===== src/rtl/alu_share_if.sv =====
// Request/response/ALU bundle between the two requesters, the shared ALU and the arbiter.
interface alu_share_if #(parameter int DATA_W = 32);
  logic              req0_valid, req0_ready;
  logic [DATA_W-1:0] req0_in1, req0_in2;
  logic [3:0]        req0_op;
  logic              req1_valid, req1_ready;
  logic [DATA_W-1:0] req1_in1, req1_in2;
  logic [3:0]        req1_op;
  logic              rsp_valid, rsp_ready, rsp_id, rsp_err;
  logic [DATA_W-1:0] rsp_data;
  logic [DATA_W-1:0] alu_in1, alu_in2, alu_out;
  logic [3:0]        alu_op;

  modport master (
    output req0_valid, req0_in1, req0_in2, req0_op,
    output req1_valid, req1_in1, req1_in2, req1_op,
    output rsp_ready, alu_out,
    input  req0_ready, req1_ready, rsp_valid, rsp_id, rsp_data, rsp_err,
    input  alu_in1, alu_in2, alu_op
  );

  modport slave (
    input  req0_valid, req0_in1, req0_in2, req0_op,
    input  req1_valid, req1_in1, req1_in2, req1_op,
    input  rsp_ready, alu_out,
    output req0_ready, req1_ready, rsp_valid, rsp_id, rsp_data, rsp_err,
    output alu_in1, alu_in2, alu_op
  );
endinterface


===== src/rtl/alu_share_arbiter.sv =====
// Two-port arbiter in front of one combinational ALU: accept -> EXEC -> RESP,
// one tagged registered response per accepted request.
module alu_share_arbiter #(
  parameter int DATA_W = 32,
  parameter bit RR_EN  = 1'b1,
  parameter int OP_MAX = 9
) (
  input logic       clk,
  input logic       rst_n,
  alu_share_if.slave bus
);
  localparam logic [3:0] OP_LIM = 4'(OP_MAX);

  typedef enum logic [1:0] {IDLE, EXEC, RESP} state_t;
  typedef struct packed {
    logic [DATA_W-1:0] in1;
    logic [DATA_W-1:0] in2;
    logic [3:0]        op;
  } req_t;

  state_t            state;
  logic              last_grant, gnt, id_q, op_bad;
  logic [1:0]        vld, rdy;
  req_t              req [2];
  req_t              sel;
  logic              rsp_valid_q, rsp_id_q, rsp_err_q;
  logic [DATA_W-1:0] rsp_data_q, alu_in1_q, alu_in2_q;
  logic [3:0]        alu_op_q;

  assign vld    = {bus.req1_valid, bus.req0_valid};
  assign req[0] = {bus.req0_in1, bus.req0_in2, bus.req0_op};
  assign req[1] = {bus.req1_in1, bus.req1_in2, bus.req1_op};

  always_comb begin
    gnt = vld[1] & ~vld[0];
    if (&vld && RR_EN) gnt = ~last_grant;
  end

  // Ready is gated by rst_n so it reads 0 while reset is held, even with valid up.
  always_comb begin
    rdy = '0;
    if (state == IDLE && rst_n) rdy[gnt] = vld[gnt];
  end

  assign sel = req[gnt];

  always_ff @(posedge clk or negedge rst_n) begin
    if (!rst_n) begin
      state       <= IDLE;
      last_grant  <= 1'b1;
      id_q        <= 1'b0;
      op_bad      <= 1'b0;
      alu_in1_q   <= '0;
      alu_in2_q   <= '0;
      alu_op_q    <= '0;
      rsp_valid_q <= 1'b0;
      rsp_id_q    <= 1'b0;
      rsp_err_q   <= 1'b0;
      rsp_data_q  <= '0;
    end else begin
      case (state)
        IDLE: if (|rdy) begin
          last_grant <= gnt;
          id_q       <= gnt;
          alu_in1_q  <= sel.in1;
          alu_in2_q  <= sel.in2;
          // An illegal opcode never reaches the ALU; the result is forced to 0 later.
          op_bad     <= sel.op > OP_LIM;
          alu_op_q   <= (sel.op > OP_LIM) ? 4'd0 : sel.op;
          state      <= EXEC;
        end
        EXEC: begin
          rsp_valid_q <= 1'b1;
          rsp_id_q    <= id_q;
          rsp_err_q   <= op_bad;
          rsp_data_q  <= op_bad ? '0 : bus.alu_out;
          alu_in1_q   <= '0;
          alu_in2_q   <= '0;
          alu_op_q    <= '0;
          state       <= RESP;
        end
        RESP: if (bus.rsp_ready) begin
          rsp_valid_q <= 1'b0;
          rsp_id_q    <= 1'b0;
          rsp_err_q   <= 1'b0;
          rsp_data_q  <= '0;
          state       <= IDLE;
        end
        default: state <= IDLE;
      endcase
    end
  end

  assign bus.req0_ready = rdy[0];
  assign bus.req1_ready = rdy[1];
  assign bus.rsp_valid  = rsp_valid_q;
  assign bus.rsp_id     = rsp_id_q;
  assign bus.rsp_err    = rsp_err_q;
  assign bus.rsp_data   = rsp_data_q;
  assign bus.alu_in1    = alu_in1_q;
  assign bus.alu_in2    = alu_in2_q;
  assign bus.alu_op     = alu_op_q;
endmodule


===== src/flat_wrapper.sv =====
// flat-port wrapper written by rule: the top's interface ports become plain ports
module alu_share_arbiter_flat 
#(
  parameter int DATA_W = 32,
  parameter bit RR_EN  = 1'b1,
  parameter int OP_MAX = 9
)
  (clk, rst_n, bus_req0_valid, bus_req0_in1, bus_req0_in2, bus_req0_op, bus_req1_valid, bus_req1_in1, bus_req1_in2, bus_req1_op, bus_rsp_ready, bus_alu_out, bus_req0_ready, bus_req1_ready, bus_rsp_valid, bus_rsp_id, bus_rsp_data, bus_rsp_err, bus_alu_in1, bus_alu_in2, bus_alu_op);
  alu_share_if #(.DATA_W(DATA_W)) bus_i ();
  input logic clk;
  input logic rst_n;
  input wire logic [$bits(bus_i.req0_valid)-1:0] bus_req0_valid;
  input wire logic [$bits(bus_i.req0_in1)-1:0] bus_req0_in1;
  input wire logic [$bits(bus_i.req0_in2)-1:0] bus_req0_in2;
  input wire logic [$bits(bus_i.req0_op)-1:0] bus_req0_op;
  input wire logic [$bits(bus_i.req1_valid)-1:0] bus_req1_valid;
  input wire logic [$bits(bus_i.req1_in1)-1:0] bus_req1_in1;
  input wire logic [$bits(bus_i.req1_in2)-1:0] bus_req1_in2;
  input wire logic [$bits(bus_i.req1_op)-1:0] bus_req1_op;
  input wire logic [$bits(bus_i.rsp_ready)-1:0] bus_rsp_ready;
  input wire logic [$bits(bus_i.alu_out)-1:0] bus_alu_out;
  output wire logic [$bits(bus_i.req0_ready)-1:0] bus_req0_ready;
  output wire logic [$bits(bus_i.req1_ready)-1:0] bus_req1_ready;
  output wire logic [$bits(bus_i.rsp_valid)-1:0] bus_rsp_valid;
  output wire logic [$bits(bus_i.rsp_id)-1:0] bus_rsp_id;
  output wire logic [$bits(bus_i.rsp_data)-1:0] bus_rsp_data;
  output wire logic [$bits(bus_i.rsp_err)-1:0] bus_rsp_err;
  output wire logic [$bits(bus_i.alu_in1)-1:0] bus_alu_in1;
  output wire logic [$bits(bus_i.alu_in2)-1:0] bus_alu_in2;
  output wire logic [$bits(bus_i.alu_op)-1:0] bus_alu_op;
  assign bus_i.req0_valid = bus_req0_valid;
  assign bus_i.req0_in1 = bus_req0_in1;
  assign bus_i.req0_in2 = bus_req0_in2;
  assign bus_i.req0_op = bus_req0_op;
  assign bus_i.req1_valid = bus_req1_valid;
  assign bus_i.req1_in1 = bus_req1_in1;
  assign bus_i.req1_in2 = bus_req1_in2;
  assign bus_i.req1_op = bus_req1_op;
  assign bus_i.rsp_ready = bus_rsp_ready;
  assign bus_i.alu_out = bus_alu_out;
  assign bus_req0_ready = bus_i.req0_ready;
  assign bus_req1_ready = bus_i.req1_ready;
  assign bus_rsp_valid = bus_i.rsp_valid;
  assign bus_rsp_id = bus_i.rsp_id;
  assign bus_rsp_data = bus_i.rsp_data;
  assign bus_rsp_err = bus_i.rsp_err;
  assign bus_alu_in1 = bus_i.alu_in1;
  assign bus_alu_in2 = bus_i.alu_in2;
  assign bus_alu_op = bus_i.alu_op;
  alu_share_arbiter #(.DATA_W(DATA_W), .RR_EN(RR_EN), .OP_MAX(OP_MAX)) u_core (.clk(clk), .rst_n(rst_n), .bus(bus_i));
endmodule

===== config.mk =====
export PLATFORM = sky130hd
export DESIGN_NAME = alu_share_arbiter_flat
export DESIGN_NICKNAME = d
export VERILOG_FILES = /design/src/rtl/alu_share_if.sv /design/src/rtl/alu_share_arbiter.sv /design/src/flat_wrapper.sv
export SDC_FILE = /design/constraint.sdc
export NUM_CORES = 1
export LEC_CHECK = 0
export CAP_MARGIN = 20
export CORE_MARGIN = 5
export CORE_UTILIZATION = 35
export CTS_CLUSTER_DIAMETER = 60
export CTS_CLUSTER_SIZE = 25
export DETAILED_ROUTE_END_ITERATION = 10
export PLACE_DENSITY = 0.77
export SYNTH_ARGS = -nofsm -noshare
export SYNTH_HDL_FRONTEND = slang
export SYNTH_SLANG_ARGS = --single-unit

===== constraint.sdc =====
create_clock -name clk -period 2.1 [get_ports clk]
set_input_delay 0.63 -clock clk [delete_from_list [all_inputs] [get_ports clk]]
set_output_delay 0.63 -clock clk [all_outputs]
set_load 0.01 [all_outputs]

**After elaboration in Yosys (flattened, before gate mapping)**

Index checks and enable logic that the tools add are counted.

- Add/sub/neg operators: 0
- Multiply operators: 0
- Div/mod/pow operators: 0
- Order comparisons: 4
- Equal/unequal tests: 4
- Shift-type cells: 0
- Multiplexer cells: 26
- Bitwise operators: 5
- Reduce and logical (&&, ||, !) cells: 11

Operators by type and width:

| kind | count |
|---|---|
| $mux W68 | 3 |
| $pmux W32 S2 | 3 |
| $mux W32 | 4 |
| $reduce_and A2 Y1 | 5 |
| $mux W4 | 2 |
| $pmux W4 S2 | 1 |
| $mux W2 | 3 |
| $pmux W1 S2 | 3 |
| $pmux W2 S3 | 1 |
| $mux W1 | 5 |
| $gt A4 B4 Y1 const B | 1 |
| $ne A2 B2 Y1 const B | 2 |
| $reduce_bool A2 Y1 | 2 |
| $and A2 B2 Y2 | 1 |
| $eq A2 B1 Y1 const B | 1 |
| $eq A2 B2 Y1 const B | 1 |
| $ge A2 B2 Y1 const B | 1 |
| $logic_and A1 B1 Y1 | 2 |
| $logic_not A2 Y1 | 1 |
| $lt A1 B2 Y1 const B | 1 |
| $not A1 Y1 | 2 |
| $not A1 Y2 | 1 |
| $reduce_or A2 Y1 | 1 |
| $and A1 B1 Y1 | 1 |
| other kinds (2) | 2 |

- Flip-flop bits (word level): 108
- Bits in latches: 0
- Bits in writable memories: 0
- ROM bits: 0
- Input port bits: 173
- Output and inout bits: 105
- Logic and storage cells: 61
- Memories: 0

**Logic depth before layout (Yosys ltp)**

Gate-level depths: netlist of the first run.

- Depth in word-level cells: 12
- Mapped depth: 7
- Mapped depth without buffers: 4

**Worst setup path after synthesis of the first run**

No wires, ideal clock.

- Kind: input to output
- Start: input bus_req1_valid
- End: output bus_req1_ready
- Arrival time: 1.340 ns
- Required time: 1.470 ns
- Path slack: 0.130 ns
- Stages on the path: 4
- Buffers on the path: 2
- Cell sequence: a21bo_2 buf_6 buf_2 nor2_1

- Longest elaborated chain between the ends: 8
- Elaborated cells between the ends (all ways): 12
- Those cells by class: 2 x order compare; 6 x mux; 2 x bitwise; 2 x reduce/logical

Ends and longest elaborated chain:

| what | line | RTL |
|---|---|---|
| start: declaration | flat_wrapper.sv:16 | `input wire logic [$bits(bus_i.req1_valid)-1:0] bus_req1_valid;` |
| $and A1 B1 Y1 or $reduce_and A2 Y1 (tied branches) | alu_share_arbiter.sv:35, alu_share_arbiter.sv:36 |  |
| $mux W1 | alu_share_arbiter.sv:36 | `if (&vld && RR_EN) gnt = ~last_grant;` |
| $lt A1 B2 Y1 (implied by the code) or $ge A1 B1 Y1 (tied branches) | alu_share_arbiter.sv:42 | `if (state == IDLE && rst_n) rdy[gnt] = vld[gnt];` |
| $logic_and A1 B1 Y1 (implied by the code) | alu_share_arbiter.sv:42 |  |
| $mux W1 (implied by the code) | alu_share_arbiter.sv:42 |  |
| $demux W1 S1 | n/a |  |
| $and A2 B2 Y2 (no line) (*) | n/a |  |
| $mux W2 (*) | alu_share_arbiter.sv:42 |  |
| end: declaration | flat_wrapper.sv:23 | `output wire logic [$bits(bus_i.req1_ready)-1:0] bus_req1_ready;` |

Mark *: on every way between the ends. The rest lies on a longest branch, timed or not. The select of a mux whose other input is x is not followed.

**Final worst setup path of the first run**

- Start: register u_core.state[1]
- End: output bus_req0_ready

- Longest elaborated chain between the ends: 3

Ends and longest elaborated chain:

| what | line | RTL |
|---|---|---|
| start: declaration | alu_share_arbiter.sv:21 | `state_t state;` |
| start signal: assignment | alu_share_arbiter.sv:49 | `state <= IDLE;` |
| start signal: assignment | alu_share_arbiter.sv:70 | `state <= EXEC;` |
| start signal: assignment | alu_share_arbiter.sv:80 | `state <= RESP;` |
| $logic_not A2 Y1 | alu_share_arbiter.sv:42 |  |
| $logic_and A1 B1 Y1 | alu_share_arbiter.sv:42 |  |
| $mux W2 | alu_share_arbiter.sv:42 |  |
| end: declaration | flat_wrapper.sv:22 | `output wire logic [$bits(bus_i.req0_ready)-1:0] bus_req0_ready;` |

Every way passes these cells.

==> impl_metrics.yaml, run 1 <==
timing:
  setup_viol: 0
  finalCritPeriodShare_pct: 98.7
  tightest_slew_ps: 942
  timing.slew.headroom_pct: 37.0
  fmax_ghz: 0.483
  slew_violations: 0
  finalWorstSetupSlack_ps: 27.9
  hold_viol_final: 0
  finClkSkew_ps: 5.74
  period_needed_ps: 2070
  rsz0062_at_grt: "yes"
  hold_ws_ps: 300
logic_synthesis:
  syn_nets: 662
  synth_top_cell_by_area: "dfrtp_1"
  synth_most_common_cell: "dfrtp_1"
  syn_avg_cell_area_um2: 10.3
  yosysSeqAreaShare_pct: 53.8
  synth-main-ff-cell: "dfrtp_1"
  synthTopCellsByArea: "dfrtp_1 (53%), nand2_1 (6.4%), a22o_1 (5.9%), a21oi_1 (5.6%), o211ai_1 (5.5%)"
  syn_area_um2: 5020
  synth_cells: 489
  yosysWarnings: 0
  synth_edf_count: 0
  synth_cell_types: 33
  synthTopCellsByCount: "dfrtp_1 (107), nand2_1 (85), a21oi_1 (56)"
  synth_top_area_share_pct: 53.3
  synthArstFlopShare_pct: 100
  synth-seq-cells: 108
global_routing:
  globalRoute.busiestLayer: "met2"
  grt_use_met1_pct: 25.7
  track_usage_pct: 20.9
  met2_usage_pct: 35.3
  grt_pass1_vias: 5396
  overflow: 0
  met3_usage_pct: 5.57
  grt_max_degree: 82
  grt_pass1_wl_um: 28000
  antenna_found_initial: 0
placement:
  gp_congestion: 0.884
  pre_cts_ws_ps: -583
  io_buffer_count: 277
  place_area_um2: 7990
  dp_hpwl_um: 13100
clock_network:
  insertion_delay_ps: 350
  clock-sinks: 108
  clockRootBuffer: "clkbuf_16"
  clk_pin_slew_ps: 70
  cts.path.max_buffers: 2
  cts.htree.levels: 3
  cts_tree: "done"
  cts_buffers: 9
run_status:
  run_status: "complete, no violations"
floorplan:
  coreArea_um2: 14000
  die_y_um: 130
  initial_core_util_pct: 35.9
  num_io_pins: 278
  rows: 43
  dieArea_um2: 16800
  fp.dieW_um: 130
cells_and_area:
  fillers: 1183
  multiInputGateArea_um2: 2050
  regArea_um2: 2700
  finalInstanceArea_um2: 8360
  drive_above_1_share_pct: 8.28
  syn_to_final_growth_pct: 66.5
  final_nets: 929
  antenna_cells: 0
power:
  comb_power_share_pct: 46.6
  power_leakage_nw: 3.48
  switching_share_pct: 34.4
  pwr-share-seq_pct: 35.4
  intPower_mw: 6.54
  ir_drop_mv: 0.592
  p_clk_share_pct: 18.0
  p_sw_mw: 3.43
  p_per_area_nw_per_um2: 1190
route:
  postRouteAntennaNets: 0
  drt-wirelength-per-cell_um: 19.3
  wl_um: 18200
  dr_total_vias: 5167
  drc: 0
  via_per_inst: 5.49
  drt_iter0_drc: 294
  drtPass1Iterations: 5
hold_path:
  min_path_type: "in -> async"
worst_setup_path:
  cp.required_ps: 1470
  path_max_fanout: 2
  path_class: "reg -> out"
  start_kind: "register"
  cp.arrival_ps: 1440
  reg2regPathDepth: 7
  end_kind: "output port"
job:
  drv_cap: 0
critical path, stage by stage (launching register included):
cell,delay [ps]
dfrtp_1,400
buf_6,130
nor3b_4,270
nand3_2,120
inv_1,60
buf_2,120
repair_timing:
action,4_1_cts,5_1_grt
hold endpoints to repair,0,0
endpoints found under the setup margin,65,31
gates resized for setup,16,4
cloned,0,0
pin swaps,2,4
buffers inserted,1,3
hold buffers,0,0
metrics by stage:
step / total power [mW] / util, % / cells / TNS, ps
floorplan: 5.46 / - / 489 / 0
global placement: 8.05 / 57.1 / 921 / -27650
detailed placement: 8.18 / 57.1 / 921 / -32250
CTS: 10.0 / 59.5 / 938 / 0
global route: 10.5 / 59.8 / 941 / -544
finish: 9.97 / 59.8 / 941 / 0
area by class of cell:
| type | count | area share [%] |
|---|---|---|
| tap | 180 | 2.69 |
| clock buffer | 9 | 2.69 |
| timing repair buffer | 308 | 36.5 |
| multi-input combinational | 325 | 24.5 |
| clock inverter | 7 | 1.09 |
| sequential | 108 | 32.3 |
| inverter | 4 | 0.180 |
placed cells by master (no fill, tap or decap), types with 3 or more instances in the layout:
master             n
nor2b_1            5
inv_1              3
a21o_1             3
o21ai_0           14
dfrtp_1          107
nand2_1           85
clkdlybuf4s50_1  272
buf_12             3
buf_6              4
a21oi_1           56
clkbuf_16          9
a22o_1            34
o22ai_1           25
mux2i_1           13
buf_4             25
o211ai_1          37
a311oi_1          31
per-layer routing:
| layer | vias to the layer above | wire [µm] |
|---|---|---|
| met5 | - | 0 |
| met4 | 0 | 480 |
| met3 | 34 | 1720 |
| met2 | 287 | 9000 |
| met1 | 2491 | 6980 |
| li1 | 2355 | - |
power groups by stage:
stage / Sequential, mW / Clock (mW) / Combinational, mW
finish: 3.53 / 1.80 / 4.64
global route: 3.65 / 1.91 / 4.96
CTS: 3.53 / 1.84 / 4.67
detailed placement: 3.54 / 0 / 4.64
global placement: 3.52 / 0 / 4.54
floorplan: 3.91 / 0 / 1.55
registers in the layout, summed over array words and instances, names as in the netlist, 2 cells and up:
name                 count
u_core.bus.rsp_data     32
u_core.bus.alu_in2      32
u_core.bus.alu_op        4
u_core.bus.alu_in1      32
u_core.state             2
final timing paths:
| kind | startpoint | endpoint | slack, ps |
|---|---|---|---|
| max in group asynchronous | rst_n | u_core.bus.alu_in2[28] | 1150 |
| worst min-delay path | rst_n | u_core.state[0] | 300 |
| worst min register to register | u_core.id_q | u_core.id_q | 490 |
| min in group clk | u_core.id_q | u_core.id_q | 490 |
| worst max-delay path | u_core.state[1] | bus_req0_ready | 30 |
| worst max register to register | u_core.state[1] | u_core.bus.alu_in1[0] | 80 |
cell families (layout without fill, tap and decap cells):
group | count (synthesis) | count (layout) | synth area share, %
compound gates | 205 | 205 | 28.4
buf+inv | 56 | 328 | 6.03
simple gates | 106 | 106 | 8.97
mux | 14 | 14 | 2.81
flops | 108 | 108 | 53.8
Note: power is estimated with default switching activity, not from simulation.
==> run 2, diff against run 1 <==
Settings changed: CORE_ASPECT_RATIO set to 1.4.
==> run 2 against run 1 <==
Net effect:
- via count down 3.4%
- largest cell class unchanged
- register-to-register slack better by 20 ps
- clock power down 6%
- cell count stayed put
- sequential power about the same
- routed wire length grew 0.91%
- clock skew about the same
- combinational power is essentially flat
- critical path type unchanged
==> impl_metrics.yaml, run 2 (synthesized netlist as in run 1, its figures left out) <==
route:
  via_per_inst: 5.30
  drtPass1Iterations: 4
  drc: 0
  postRouteAntennaNets: 0
  drt_iter0_drc: 313
  dr_total_vias: 4990
  drt-wirelength-per-cell_um: 19.5
  wl_um: 18300
timing:
  rsz0062_at_grt: "yes"
  fmax_ghz: 0.493
  tightest_slew_ps: 1000
  finalWorstSetupSlack_ps: 69.8
  period_needed_ps: 2030
  hold_viol_final: 0
  fin_tns_setup_ps: 0
  slew_violations: 0
  finClkSkew_ps: 5.75
  setup_viol: 0
  timing.slew.headroom_pct: 33.1
  finalCritPeriodShare_pct: 96.7
placement:
  gp_congestion: 0.855
  dp_hpwl_um: 13500
  io_buffer_count: 277
  pre_cts_ws_ps: -557
cells_and_area:
  fillers: 1150
  antenna_cells: 0
  drive_above_1_share_pct: 7.54
  final_cell_mix: "clkdlybuf4s50_1 (272), dfrtp_1 (107), nand2_1 (85), a21oi_1 (56), o211ai_1 (37)"
  final_nets: 925
  mostFrequentLayoutCell: "clkdlybuf4s50_1"
  syn_to_final_growth_pct: 65.2
floorplan:
  num_io_pins: 278
  rows: 51
  initial_core_util_pct: 35.9
  fp.dieW_um: 111
  dieArea_um2: 16900
  die_y_um: 152
  coreArea_um2: 14000
worst_setup_path:
  cpPeakStageDelay_ps: 420
  path_buf_inv: 1
  crit_end: "bus_req1_ready"
  reg2reg_setup_slack_ps: 100
  reg2reg_to: "u_core.bus.alu_in2[15]"
  r2r-start: "u_core.state[1]"
  reg2regPathDepth: 7
  path_class: "reg -> out"
  cp.required_ps: 1470
  crit_chain: "or3b_4 -> nor2_2 -> buf_2"
  path_max_fanout: 2
  path_depth: 3
  crit_family: "simple AND/OR/NAND/NOR gates"
  crit_slowest_cell: "or3b_4"
  startpoint: "u_core.state[1]"
  cp.arrival_ps: 1400
  end_kind: "output port"
  start_kind: "register"
global_routing:
  antenna_found_initial: 0
  grt_max_degree: 69
  grt_use_met1_pct: 25.0
  grt_pass1_wl_um: 28400
  overflow: 0
  track_usage_pct: 20.9
  met3_usage_pct: 6.63
  met2_usage_pct: 35.2
  grt_pass1_vias: 5284
  globalRoute.busiestLayer: "met2"
power:
  p_clk_share_pct: 17.2
  intPower_mw: 6.51
  pwr-share-seq_pct: 36.0
  comb_power_share_pct: 46.8
  switching_share_pct: 33.9
  power_leakage_nw: 3.44
  ir_drop_mv: 0.611
  p_sw_mw: 3.34
  p_per_area_nw_per_um2: 1190
clock_network:
  cts.path.max_buffers: 2
  insertion_delay_ps: 340
  clockRootBuffer: "clkbuf_16"
  clk_pin_slew_ps: 70
  cts.htree.levels: 3
  cts_buffers: 9
  cts_tree: "done"
  clock-sinks: 108
run_status:
  run_status: "complete, no violations"
job:
  drv_cap: 0
hold_path:
  min_path_type: "in -> async"
## run 2: cell count changes in the layout (fill, tap and decap cells not counted), moves of 2 or more
cell	change
clkinvlp_4	+2
buf_6	-3
inv_6	-2
buf_4	-2
inv_8	-2
## run 2: timing repair
action | 4_1_cts | 5_1_grt
setup buffers | 1 | 0
pin swaps | 2 | 0
setup endpoints to repair | 11 | 5
resized for setup | 13 | 4
hold buffers | 0 | 0
## run 2: worst min-delay path by stage
stage,endpoint,cells after the start
2_1_floorplan,u_core.bus.alu_in1[0],0
3_3_place_gp,u_core.bus.rsp_data[24],1
3_5_place_dp,u_core.bus.rsp_data[7],1
4_1_cts,u_core.id_q,3
5_1_grt,u_core.id_q,3
6_report,u_core.id_q,3
## run 2: stage by stage
step | instance area (µm²) | total power [mW] | instances | hold WS (ps) | util (%)
3_3_place_gp | 7990 | 8.06 | 925 | 488 | 57.2
2_1_floorplan | 5020 | 5.46 | 489 | 334 | -
5_1_grt | 8300 | 10.4 | 941 | 327 | 59.4
6_report | 8300 | 9.85 | 941 | 317 | 59.4
3_5_place_dp | 7990 | 8.21 | 925 | 490 | 57.2
4_1_cts | 8290 | 9.95 | 941 | 306 | 59.3
## run 2: area by class of cell
class                   count  area, µm²  area share, %
repair buffers            304       3010           36.3
flip-flops and latches    108       2700           32.6
multi-input cells         325       2050           24.7
clock buffers              11        243           2.93
well taps                 185        231           2.79
clock inverters             4       50.0          0.603
inverters                   4       15.0          0.181
## run 2: power by group through the flow
stage	combinational, mW	clock (mW)	sequential, mW
after CTS	4.67	1.74	3.55
after global placement	4.55	0	3.52
after floorplan	1.55	0	3.91
after detailed placement	4.64	0	3.57
final	4.61	1.69	3.55
after global routing	4.95	1.82	3.65
## run 2: worst register-to-register path: stages (launching register included)
cell and delay (ps):
dfrtp_1 380, buf_4 160, nor3b_4 230, buf_4 390, nand2_2 110, inv_2 160
buf_4 310, o22ai_1 140
## run 2: layer usage
metal  vias to the layer above  routed length [µm]
met4                         0                 549
met3                        37                1360
met5                         -                   0
met2                       221                9260
li1                       2339                   -
met1                      2393                7170
==> edit 1, RTL diff (flow settings as in run 2) <==
`RR_EN` is set to 1'b1 in 2 places; all go to 1'b0.
--- a/src/rtl/alu_share_arbiter.sv
+++ b/src/rtl/alu_share_arbiter.sv
@@ -3,5 +3,5 @@
 module alu_share_arbiter #(
   parameter int DATA_W = 32,
-  parameter bit RR_EN  = 1'b1,
+  parameter bit RR_EN  = 1'b0,
   parameter int OP_MAX = 9
 ) (
--- a/src/flat_wrapper.sv
+++ b/src/flat_wrapper.sv
@@ -3,5 +3,5 @@
 #(
   parameter int DATA_W = 32,
-  parameter bit RR_EN  = 1'b1,
+  parameter bit RR_EN  = 1'b0,
   parameter int OP_MAX = 9
 )
Check against the original RTL: not equivalent (Yosys sat finds a counterexample within 4 cycles, from zero or initial values and one cycle with rst_n low).
==> edit 1 against run 2 <==
Synthesized area shrank 7.7%; final area shrank 3.4%; clock power is essentially flat; sequential cell count shrank 1; routed wire length shrank 21%; die area shrank 7.1%; sequential power shrank 10%; via count shrank 16%; total power shrank 15%; setup slack gained 62 ps; fmax grew 3.1%; count of clock-buffer cells in the layout is the same; largest cell class unchanged.
==> edit 1: results (changes against run 2) <==
Drt
  • Initial DRC count: 136 (-57%)
  • Vias: 4186 (-16%)
  • WL final: 14.55 mm (-21%)
  • Drt pass-1 iters: 4 (unchanged)
  • Drt drc: 0 (unchanged)

Power
  • Maximum vdd ir drop: 0.5002 mV (-18%)
  • Pint: 5.802 mW (-11%)
  • Leak: 3.670 nW (+6.7%)

Worst setup path
  • Worst R2R Start: u_core.state[0]
  • CP Max Fanout: 3 (+1)
  • Worst setup path class: reg -> out
  • Critical Path AT: 1340 ps (-60 ps)

Layout
  • Diode count: 0 (unchanged)
  • Final #Nets: 860 (-7.0%)
  • Fill cells: 1045 (-9.1%)
  • Share of cells above drive strength 1: 0.07659 (+0.001193)

Global routing
  • Number of global-route vias before repair: 4449 (-16%)
  • Largest net degree at the start of global routing: 66 (-4.3%)
  • First-pass GRT wire length: 22.95 mm (-19%)
  • Initial antenna violation count: 0 (unchanged)
  • Total GRT Usage: 0.1851 (-0.02339)

Logic synthesis
  • Synth cell types: 28 (-15%)
  • Sequential share of the synthesized area: 0.5774 (+0.03921)
  • Yosys warns: 0 (unchanged)
  • Mapped Nets: 578 (-13%)
  • Top cells by count, synth: 107 x dfrtp_1, 71 x nand2_1, 67 x mux2i_1
  • Ranking of synthesized cells by area: dfrtp_1 58%, mux2i_1 14%, o21ai_1 6.7%
  • Most common flop cell mapped by yosys: dfrtp_1
  • Ys async rst share: 1.000 (unchanged)

Timing
  • Max_slew headroom: 0.4713 (+0.1402)
  • Clock Skews: 7.007 ps (+1.260 ps)

Placed design
  • Place WS: -563.6 ps (-6.464 ps)
  • Routability cong.: 0.7923 (-7.4%)
  • Buffers on Ports: 277 (unchanged)
  • Final HPWL DP: 11.67 mm (-13%)

Hold path
  • Worst min path class: in -> async

CTS
  • H-tree Lvls: 3 (unchanged)
  • Worst-path clk slew: 70 ps (about the same)
  • Worst skew pair latency: 340 ps (about the same)
  • Num CTS Buffers: 9 (unchanged)
  • CTS max path bufs: 2 (unchanged)
  • Clk Tree Root Cell: clkbuf_16

Outcome
  • Outcome: finished clean
==> edit 1: cell count changes after synthesis, sizes merged, moves of 3 or more <==
cell,change
a311oi,-31
a21oi,-51
nor2b,-5
o21ai,+54
a21o,-3
o22ai,-24
nand2,-15
o211ai,-37
buf,-24
mux2i,+55
nand3,-3
==> edit 1: stage by stage <==
step	std cells	cell area [sq um]	total power, mW
after floorplan	405	4637	4.542
after global placement	852	7690	6.687
after detailed placement	852	7690	6.784
after CTS	869	8014	8.526
after global routing	870	8018	8.900
final	870	8018	8.405
==> edit 1: kinds of logic after synthesis <==
family                 Yosys count  share of synthesized area
AO/OA/AOI/OAI                  113                     0.1535
flip-flops                     107                     0.5774
multiplexers                    69                     0.1500
AND/OR/NAND/NOR                 84                    0.07420
buffers and inverters           32                    0.04479
==> edit 1: path summary, 6_finish.rpt <==
check	end	slack [ps]	cells after the start
setup / recovery	bus_req0_ready	130	3
hold / removal	u_core.bus.alu_in2[28]	380	2
setup reg to reg	u_core.bus.alu_op[3]	570	5
hold reg to reg	u_core.bus.alu_in1[14]	480	2
max in group asynchronous	u_core.bus.alu_in1[23]	520	3
min in group clk	u_core.bus.alu_in1[14]	480	2
==> edit 1: what timing repair did <==
item / 4_1_cts / 5_1_grt
pin swaps: 2 / 2
setup buffers: 1 / 1
resized for setup: 12 / 2
endpoints found under the setup margin: 2 / 1
==> edit 1: power groups by stage <==
stage	sequential, mW	clock [mW]	combinational, mW
global route	3.29	1.82	3.79
floorplan	3.54	0	1.01
detailed placement	3.22	0	3.56
global placement	3.18	0	3.51
finish	3.18	1.69	3.53
CTS	3.19	1.75	3.59
==> edit 1: layout make-up <==
class                   count  share of cell area
well taps                 178             0.02778
clock buffers              11             0.03027
inverters                   3            0.001561
flip-flops and latches    107              0.3340
multi-input cells         266              0.2230
repair buffers            300              0.3756
clock inverters             5            0.007803
==> edit 1: layer usage <==
layer  up-vias  track usage  wire [microns]
met2       195       0.3280            7636
met3        27      0.06405            1344
met4         0      0.06398             359
met5         -            0               0
met1      1978       0.2035            5210
li1       1986            -               -
==> edit 1: worst max-delay path, cell delays in order, from the launching register on <==
cell,delay (ps)
dfrtp_1,420
nor3b_4,280
and2_4,180
buf_2,130
==> edit 2, RTL diff (flow settings as in run 2) <==
Without the edit above. The 3 states of `state_t` get a one-hot encoding in 3 bits.
--- a/src/rtl/alu_share_arbiter.sv
+++ b/src/rtl/alu_share_arbiter.sv
@@ -12,5 +12,5 @@
   localparam logic [3:0] OP_LIM = 4'(OP_MAX);
 
-  typedef enum logic [1:0] {IDLE, EXEC, RESP} state_t;
+  typedef enum logic [2:0] {IDLE = 3'b001, EXEC = 3'b010, RESP = 3'b100} state_t;
   typedef struct packed {
     logic [DATA_W-1:0] in1;
Behaviour: no difference found for any inputs over 4 cycles, from zero or initial values and one cycle with rst_n low; so few cycles prove little.
==> edit 2 against run 2 <==
Synthesized area is 5.9% lower; routed wire length shrank 14%; final area fell by 1.5%; sequential share of layout area up 0.82 points; setup slack got worse by 25 ps; sequential cell count rose by 1; total power shrank 1.7%; combinational power decreased by 4%; largest power group unchanged; highest routed layer unchanged.
==> edit 2: results (changes against run 2) <==
Placed design
  • Routability cong.: 0.7442 (-13%)
  • Dpl cells: 804 (-13%)

Global routing
  • M3 GR Usage: 0.06859 (+0.002240)
  • M2 GR Usage: 0.3328 (-0.01924)
  • First-pass GRT wire length: 24.05 mm (-15%)
  • Total GRT Usage: 0.1919 (-0.01666)
  • Number of global-route vias before repair: 4464 (-16%)
  • Largest net degree at the start of global routing: 80 (+16%)
  • Met1 usage: 0.2195 (-0.03034)

Drt
  • Drt pass-1 iters: 6 (+2)
  • Vias: 4121 (-17%)
  • Met3 routed WL: 1.559 mm (+14%)
  • WL met2: 8.067 mm (-13%)
  • Routed WL per cell: 19.29 microns (-1.0%)

Power
  • Maximum vdd ir drop: 0.5424 mV (-11%)
  • Pint: 6.627 mW (+1.8%)
  • Leak: 3.423 nW (-0.46%)

Logic synthesis
  • Multiplexer area fraction after synthesis: 0.1421 (+0.1140)
  • Sequential share of the synthesized area: 0.5774 (+0.03917)
  • Mapped Nets: 522 (-21%)
  • Top cells by count, synth: 107 x dfrtp_1, 67 x o2bb2ai_1, 66 x mux2i_1

Layout
  • Final cell count without fillers: 822 (-13%)
  • Share of cells above drive strength 1: 0.09063 (+0.01523)
  • Fill cells: 1093 (-5.0%)
  • Final #Nets: 808 (-13%)

Worst setup path
  • Critical path's slowest cell: dfstp_2
  • CP max stage delay: 530 ps (+110 ps)
  • CP Max Fanout: 3 (+1)

Outcome
  • Outcome: finished clean

Timing
  • Max_slew headroom: 0.6788 (+0.3477)
==> edit 2: changes by cell type after synthesis, moves of 30 or more <==
cell,change
nand2_1,-83
a311oi_1,-30
mux2i_1,+53
a21oi_1,-51
o2bb2ai_1,+67
o211ai_1,-37
==> edit 2: path summary, 6_finish.rpt <==
| kind | from | endpoint | slack (ps) | depth (start not counted) |
|---|---|---|---|---|
| max in group asynchronous | rst_n | u_core.state[0] | 780 | 4 |
| worst max-delay path | u_core.state[0] | bus_req0_ready | 40 | 4 |
| worst max register to register | u_core.last_grant | u_core.bus.alu_in2[13] | 380 | 5 |
| worst min register to register | u_core.bus.alu_in2[8] | u_core.bus.alu_in2[8] | 490 | 1 |
| min in group clk | u_core.bus.alu_in2[8] | u_core.bus.alu_in2[8] | 490 | 1 |
| worst min-delay path | rst_n | u_core.bus.alu_in1[23] | 330 | 2 |
==> edit 2: critical path, delay by kind of cell (launching register included) <==
kind | cells | cell delay [ps]
flops | 1 | 530
buf+inv | 2 | 160
simple gates | 2 | 400
==> edit 2: area by class of cell <==
class	instances	area [sq um]	share of cell area
clock inverter	7	73.82	0.009031
clock buffer	9	225.2	0.02755
inverter	3	11.26	0.001378
tap	182	227.7	0.02786
timing repair buffer	303	3060	0.3744
sequential	109	2730	0.3340
multi-input combinational	209	1846	0.2258
==> edit 2: what timing repair did <==
action	CTS	global route
pin swaps	2	3
hold buffers	0	0
gates cloned	0	0
endpoints found under the setup margin	50	2
setup buffers	0	1
gates resized for setup	12	3
==> edit 2: power by group through the flow <==
stage / Sequential (mW) / Clock [mW] / Combinational (mW)
after floorplan: 3.95 / 0 / 1.34
after global placement: 3.55 / 0 / 4.38
after detailed placement: 3.57 / 0 / 4.49
after CTS: 3.56 / 1.75 / 4.48
after global routing: 3.67 / 1.84 / 4.71
final: 3.56 / 1.70 / 4.42
